### src/rtl/hack_pkg.sv
// Shared types and constants for the Hack CPU front end.
package hack_pkg;

  localparam int unsigned ADDR_W  = 15;
  localparam int unsigned INSTR_W = 16;
  localparam int unsigned FIFO_DEPTH = 2;
  localparam int unsigned OCC_W = 2;

  typedef enum logic {
    FETCH_IDLE = 1'b0,
    FETCH_RUN  = 1'b1
  } fetch_state_t;

  typedef struct packed {
    logic [INSTR_W-1:0] instr;
    logic [ADDR_W-1:0]  pc;
  } fetch_entry_t;

  // PC increment; wraps naturally at 2^ADDR_W.
  function automatic logic [ADDR_W-1:0] pc_next(input logic [ADDR_W-1:0] pc);
    return pc + ADDR_W'(1);
  endfunction

endpackage

### src/rtl/hack_fetch_if.sv
// Fetch-stage bus: ROM read port, redirect from execute, and the decode handshake.
interface hack_fetch_if;
  import hack_pkg::*;

  logic                jump;
  logic [ADDR_W-1:0]   jump_addr;
  logic [ADDR_W-1:0]   rom_addr;
  logic [INSTR_W-1:0]  rom_data;
  logic [INSTR_W-1:0]  instr;
  logic [ADDR_W-1:0]   instr_pc;
  logic                instr_valid;
  logic                instr_ready;

  modport master (
    input  jump, jump_addr, rom_data, instr_ready,
    output rom_addr, instr, instr_pc, instr_valid
  );

  modport slave (
    output jump, jump_addr, rom_data, instr_ready,
    input  rom_addr, instr, instr_pc, instr_valid
  );

endinterface

### src/rtl/fetch_skid_buffer.sv
// Two-entry FIFO holding fetched {instr, pc}; the head entry feeds decode.
module fetch_skid_buffer
  import hack_pkg::*;
(
  input  logic             clk,
  input  logic             rst,
  input  logic             push,
  input  fetch_entry_t     push_data,
  input  logic             pop,
  input  logic             flush,
  output logic [OCC_W-1:0] count,
  output fetch_entry_t     head
);

  fetch_entry_t mem [FIFO_DEPTH];
  logic         rd_ptr;
  logic         wr_ptr;

  always_ff @(posedge clk or posedge rst) begin
    if (rst) begin
      for (int i = 0; i < int'(FIFO_DEPTH); i++) mem[i] <= '0;
      rd_ptr <= 1'b0;
      wr_ptr <= 1'b0;
      count  <= '0;
    end else if (flush) begin
      rd_ptr <= 1'b0;
      wr_ptr <= 1'b0;
      count  <= '0;
    end else begin
      if (push) begin
        mem[wr_ptr] <= push_data;
        wr_ptr      <= ~wr_ptr;
      end
      if (pop) rd_ptr <= ~rd_ptr;
      case ({push, pop})
        2'b10:   count <= count + OCC_W'(1);
        2'b01:   count <= count - OCC_W'(1);
        default: count <= count;
      endcase
    end
  end

  assign head = mem[rd_ptr];

endmodule

### src/rtl/hack_fetch.sv
// Hack CPU instruction fetch: PC, ROM read issue, and a 2-entry skid buffer to decode.
// Optional STALL_COUNT_EN adds a saturating stall_cycles counter output.
module hack_fetch
  import hack_pkg::*;
#(
  parameter logic [ADDR_W-1:0] RESET_PC = '0
) (
  input  logic         clk,
  input  logic         rst,
  hack_fetch_if.master bus
`ifdef STALL_COUNT_EN
  ,
  output logic [15:0]  stall_cycles
`endif
);

  fetch_state_t      state;
  logic [ADDR_W-1:0] rom_addr_q;
  logic              inflight_q;
  logic [ADDR_W-1:0] inflight_pc_q;

  logic [OCC_W-1:0]  occ;
  fetch_entry_t      head;
  fetch_entry_t      push_data;
  logic              valid;
  logic              pop;
  logic              push;
  logic              issue;
  logic [2:0]        load;

  assign valid = (occ != '0);
  assign pop   = valid & bus.instr_ready;

  // A returning read is dropped if a redirect lands in the same cycle.
  assign push  = inflight_q & ~bus.jump;
  assign push_data = '{instr: bus.rom_data, pc: inflight_pc_q};

  // Outstanding work after this cycle must fit the two buffer slots.
  assign load  = 3'(occ) + 3'(inflight_q) - 3'(pop);
  assign issue = (state == FETCH_RUN) && !bus.jump && (load < 3'd2);

  always_ff @(posedge clk or posedge rst) begin
    if (rst) begin
      state         <= FETCH_IDLE;
      rom_addr_q    <= RESET_PC;
      inflight_q    <= 1'b0;
      inflight_pc_q <= '0;
    end else begin
      case (state)
        FETCH_IDLE: state <= FETCH_RUN;
        FETCH_RUN:  state <= FETCH_RUN;
        default:    state <= FETCH_IDLE;
      endcase

      if (bus.jump) begin
        rom_addr_q <= bus.jump_addr;
        inflight_q <= 1'b0;
      end else if (issue) begin
        rom_addr_q    <= pc_next(rom_addr_q);
        inflight_q    <= 1'b1;
        inflight_pc_q <= rom_addr_q;
      end else begin
        inflight_q <= 1'b0;
      end
    end
  end

  fetch_skid_buffer u_buf (
    .clk       (clk),
    .rst       (rst),
    .push      (push),
    .push_data (push_data),
    .pop       (pop),
    .flush     (bus.jump),
    .count     (occ),
    .head      (head)
  );

  assign bus.rom_addr    = rom_addr_q;
  assign bus.instr       = head.instr;
  assign bus.instr_pc    = head.pc;
  assign bus.instr_valid = valid;

`ifdef STALL_COUNT_EN
  logic [15:0] stall_q;

  always_ff @(posedge clk or posedge rst) begin
    if (rst) begin
      stall_q <= '0;
    end else if (valid && !bus.instr_ready && (stall_q != 16'hFFFF)) begin
      stall_q <= stall_q + 16'd1;
    end
  end

  assign stall_cycles = stall_q;
`endif

endmodule

### src/flat_wrapper.sv
// flat-port wrapper written by rule: the top's interface ports become plain ports
module hack_fetch_flat import hack_pkg::*;
#(
  parameter logic [ADDR_W-1:0] RESET_PC = '0
)
  (clk, rst, bus_jump, bus_jump_addr, bus_rom_data, bus_instr_ready, bus_rom_addr, bus_instr, bus_instr_pc, bus_instr_valid);
  hack_fetch_if bus_i ();
  input  logic clk;
  input  logic rst;
  input wire logic [$bits(bus_i.jump)-1:0] bus_jump;
  input wire logic [$bits(bus_i.jump_addr)-1:0] bus_jump_addr;
  input wire logic [$bits(bus_i.rom_data)-1:0] bus_rom_data;
  input wire logic [$bits(bus_i.instr_ready)-1:0] bus_instr_ready;
  output wire logic [$bits(bus_i.rom_addr)-1:0] bus_rom_addr;
  output wire logic [$bits(bus_i.instr)-1:0] bus_instr;
  output wire logic [$bits(bus_i.instr_pc)-1:0] bus_instr_pc;
  output wire logic [$bits(bus_i.instr_valid)-1:0] bus_instr_valid;
  assign bus_i.jump = bus_jump;
  assign bus_i.jump_addr = bus_jump_addr;
  assign bus_i.rom_data = bus_rom_data;
  assign bus_i.instr_ready = bus_instr_ready;
  assign bus_rom_addr = bus_i.rom_addr;
  assign bus_instr = bus_i.instr;
  assign bus_instr_pc = bus_i.instr_pc;
  assign bus_instr_valid = bus_i.instr_valid;
  hack_fetch #(.RESET_PC(RESET_PC)) u_core (.clk(clk), .rst(rst), .bus(bus_i));
endmodule
### config.mk
export PLATFORM = sky130hd
export DESIGN_NAME = hack_fetch_flat
export DESIGN_NICKNAME = d
export VERILOG_FILES = /design/src/rtl/hack_pkg.sv /design/src/rtl/hack_fetch_if.sv /design/src/rtl/fetch_skid_buffer.sv /design/src/rtl/hack_fetch.sv /design/src/flat_wrapper.sv
export SDC_FILE = /design/constraint.sdc
export NUM_CORES = 1
export LEC_CHECK = 0
export BUFFER_PORTS_ARGS = -buffer_cell sky130_fd_sc_hd__buf_2
export CAP_MARGIN = 40
export CELL_PAD_IN_SITES_DETAIL_PLACEMENT = 0
export CELL_PAD_IN_SITES_GLOBAL_PLACEMENT = 1
export CORE_ASPECT_RATIO = 0.9
export CORE_MARGIN = 1
export CORE_UTILIZATION = 45
export CTS_CLUSTER_DIAMETER = 50
export DETAILED_ROUTE_END_ITERATION = 10
export GPL_ROUTABILITY_DRIVEN = 0
export PLACE_DENSITY_LB_ADDON = 0.1
export SYNTH_ARGS = -nofsm -noshare
export SYNTH_HDL_FRONTEND = slang
export SYNTH_HIERARCHICAL = 1
export SYNTH_SLANG_ARGS = --single-unit
### constraint.sdc
create_clock -name clk -period 3.45 [get_ports clk]
set_clock_uncertainty 0.15 [all_clocks]
set_input_delay 0.69 -clock clk [delete_from_list [all_inputs] [get_ports clk]]
set_output_delay 0.69 -clock clk [all_outputs]
set_load 0.05 [all_outputs]
==> reports/results.ini <==
[die]
initial_core_util_pct=46.2
die-height_um=96.4
pin_count=82
fp.dieArea_um2=10300
core_region_area_um2=9660
die_w_um=107
rows=34

[yosys]
netlist_instances=328
syn_area_um2=4460
synth_edf_count=0
avgSynthCellArea_um2=13.6
synthArstFlopShare_pct=100
synth_nets=366
yosys_warnings=6
synth_cell_type_count=42
ys.flop_type=dfrtp_1
synth-seq-cells=98
seq_area_frac_synth_pct=55.0

[grt]
grt_pass1_wl_um=14900
antenna_found_initial=0
grt_pass1_vias=2909
grt_usage_pct=19.0
grt_max_degree=33
overflow=0

[final_layout]
antennaDiodeCount=0
drive_above_1_share_pct=51.4
fillCellCount=847
fin_nets=456
synthToLayoutAreaGrowth_pct=17.8

[routing]
drt-initial-drc-count=81
detail_route.wirelength_um=9000
viasPerCell=5.35
wire_per_inst_um=16.4
drc=0
dr.pass1.iters=4
antenna_left=0
vias=2932

[min_path]
hp-class=input pin to asynchronous set/reset pin

[timing]
slew_headroom_pct=61.3
worst_slew_pin_slew_ns=0.580
rsz0062_at_grt=false
slew_violations=0
timing.final.crit_share_pct=93.2
final_hold_viol_count=0
post-route-min-period_ns=3.21
fmax_mhz=311
finalSetupViolCount=0
final.setup.tns_ns=0
finalWorstSetupSlack_ns=0.236

[clock_tree]
cts_tree=done
post-cts-setup-buffer-count=0
hold_buffers=0
insertion_delay_ns=0.36
ctsResizeCount=0
path_clk_slew_ns=0.09
h-tree-depth=3
clockBufferDepth=2
cts_root_buf=clkbuf_8
cts.sinks=98
cts_made_buffers=9

[pwr]
power_density_nw_per_um2=951
ir_drop_mv=0.483
p_leak_nw=2.52

[setup_path]
crit_type=flip-flop to flip-flop
crit_family=simple AND/OR/NAND/NOR gates
cp-start-kind=flip-flop
max_stage_delay_ns=0.57
critPathMaxFanout=6
critPathRequiredTime_ns=3.55
arrival_ns=3.32
cp_slowest_cell=fa_1
end_kind=flip-flop
path_cells=or2_2, and2_1, ha_1, nand2b_1, fa_1, nand3b_4, or3_4, o311a_1, a211o_1
cp_num_buf_inv=0

[place]
dp_slack_ns=0.208
port_buffers=81
post-dp-hpwl_um=6020

[status]
status=complete, no violations

[run]
maxCapViolCount=0

layer usage:
layer  vias to the layer above  track usage [%]  share of wire [%]
met5                         -                0                  0
met4                         0             5.94                1.2
met3                         8             4.16                5.0
met2                        76             31.0                 47
met1                      1477             25.6                 47
li1                       1371                -                  -
flip-flops by register name (all words and copies together) (netlist names):
name / cells
u_core/bus.rom_addr: 15
u_core/inflight_pc_q: 15
u_core/inflight_q: 1
u_core/state: 1
u_core/u_buf/count: 2
u_core/u_buf/mem: 62
u_core/u_buf/rd_ptr: 1
u_core/u_buf/wr_ptr: 1
cell type report:
cell class	count	area, um^2	area share (%)
tap	126	158	3.00
clock inverter	4	76.3	1.45
sequential	98	2450	46.7
clock buffer	11	141	2.69
multi-input combinational	205	1880	35.7
timing repair buffer	93	508	9.67
inverter	11	41.3	0.786
final timing paths:
path                                  startpoint                      end  slack (ns)  cells after the start
min in group clk            u_core/u_buf/mem[55]     u_core/u_buf/mem[55]        0.34                      1
hold reg to reg             u_core/u_buf/mem[55]     u_core/u_buf/mem[55]        0.34                      1
setup / recovery           u_core/u_buf/count[0]  u_core/bus.rom_addr[12]        0.24                      9
setup reg to reg           u_core/u_buf/count[0]  u_core/bus.rom_addr[12]        0.24                      9
hold / removal                               rst    u_core/u_buf/count[0]        0.12                      2
max in group asynchronous                    rst      u_core/u_buf/mem[9]        2.35                      3
layout by cell type (no fill, tap or decap), drive strengths merged, types with 3 or more instances in the layout:
cell | Yosys | layout
nand3 | 6 | 6
buf | 11 | 93
nor3b | 3 | 3
a21oi | 6 | 6
mux2 | 108 | 108
xnor2 | 5 | 5
nor3 | 3 | 3
nand2 | 15 | 15
dfrtp | 98 | 98
inv | 11 | 11
o21ai | 10 | 10
nor2b | 3 | 3
nand4 | 4 | 4
clkbuf | 3 | 11
o311ai | 8 | 8
nor4 | 4 | 4
nor2 | 4 | 4
stage by stage:
stage                     power (mW)  area [um^2]  utilization (%)  cells  hold slack, ns
after CTS                       5.06         5250             54.4    548           0.125
after global placement          4.18         5030             52.1    533           0.311
final                           4.99         5250             54.4    548           0.123
after floorplan                 3.69         4460                -    328           0.300
after global routing            5.30         5250             54.4    548           0.144
after detailed placement        4.24         5030             52.1    533           0.331
synth_stat cells (all sizes together) (3+ instances only):
cell / n / area, um^2
o21ai: 10 / 50.1
xnor2: 5 / 43.8
inv: 11 / 41.3
nand3: 6 / 30.0
nor4: 4 / 25.0
nor2: 4 / 15.0
nand2: 15 / 56.3
buf: 11 / 81.3
nor3b: 3 / 33.8
nor3: 3 / 15.0
mux2: 108 / 1220
clkbuf: 3 / 11.3
dfrtp: 98 / 2450
nand4: 4 / 25.0
o311ai: 8 / 70.1
a21oi: 6 / 30.0
nor2b: 3 / 18.8
where the power goes:
group / switching [mW] / leakage [nW] / total [mW] / internal (mW)
clock network: 0.379 / 0.106 / 0.805 / 0.426
registers: 0.275 / 1.25 / 1.85 / 1.57
logic: 1.48 / 1.16 / 2.34 / 0.854
total: 2.14 / 2.52 / 4.99 / 2.85
cells by family after synthesis:
kind of cell,Yosys count,synth area share (%)
simple gates,53,7.13
flops,98,55.0
mux,109,27.5
xor+xnor,7,1.37
fa+ha+maj,3,1.01
other cells,1,0.0841
buf+inv,25,3.00
compound gates,32,4.91
Power figures use the tool's default switching activity.
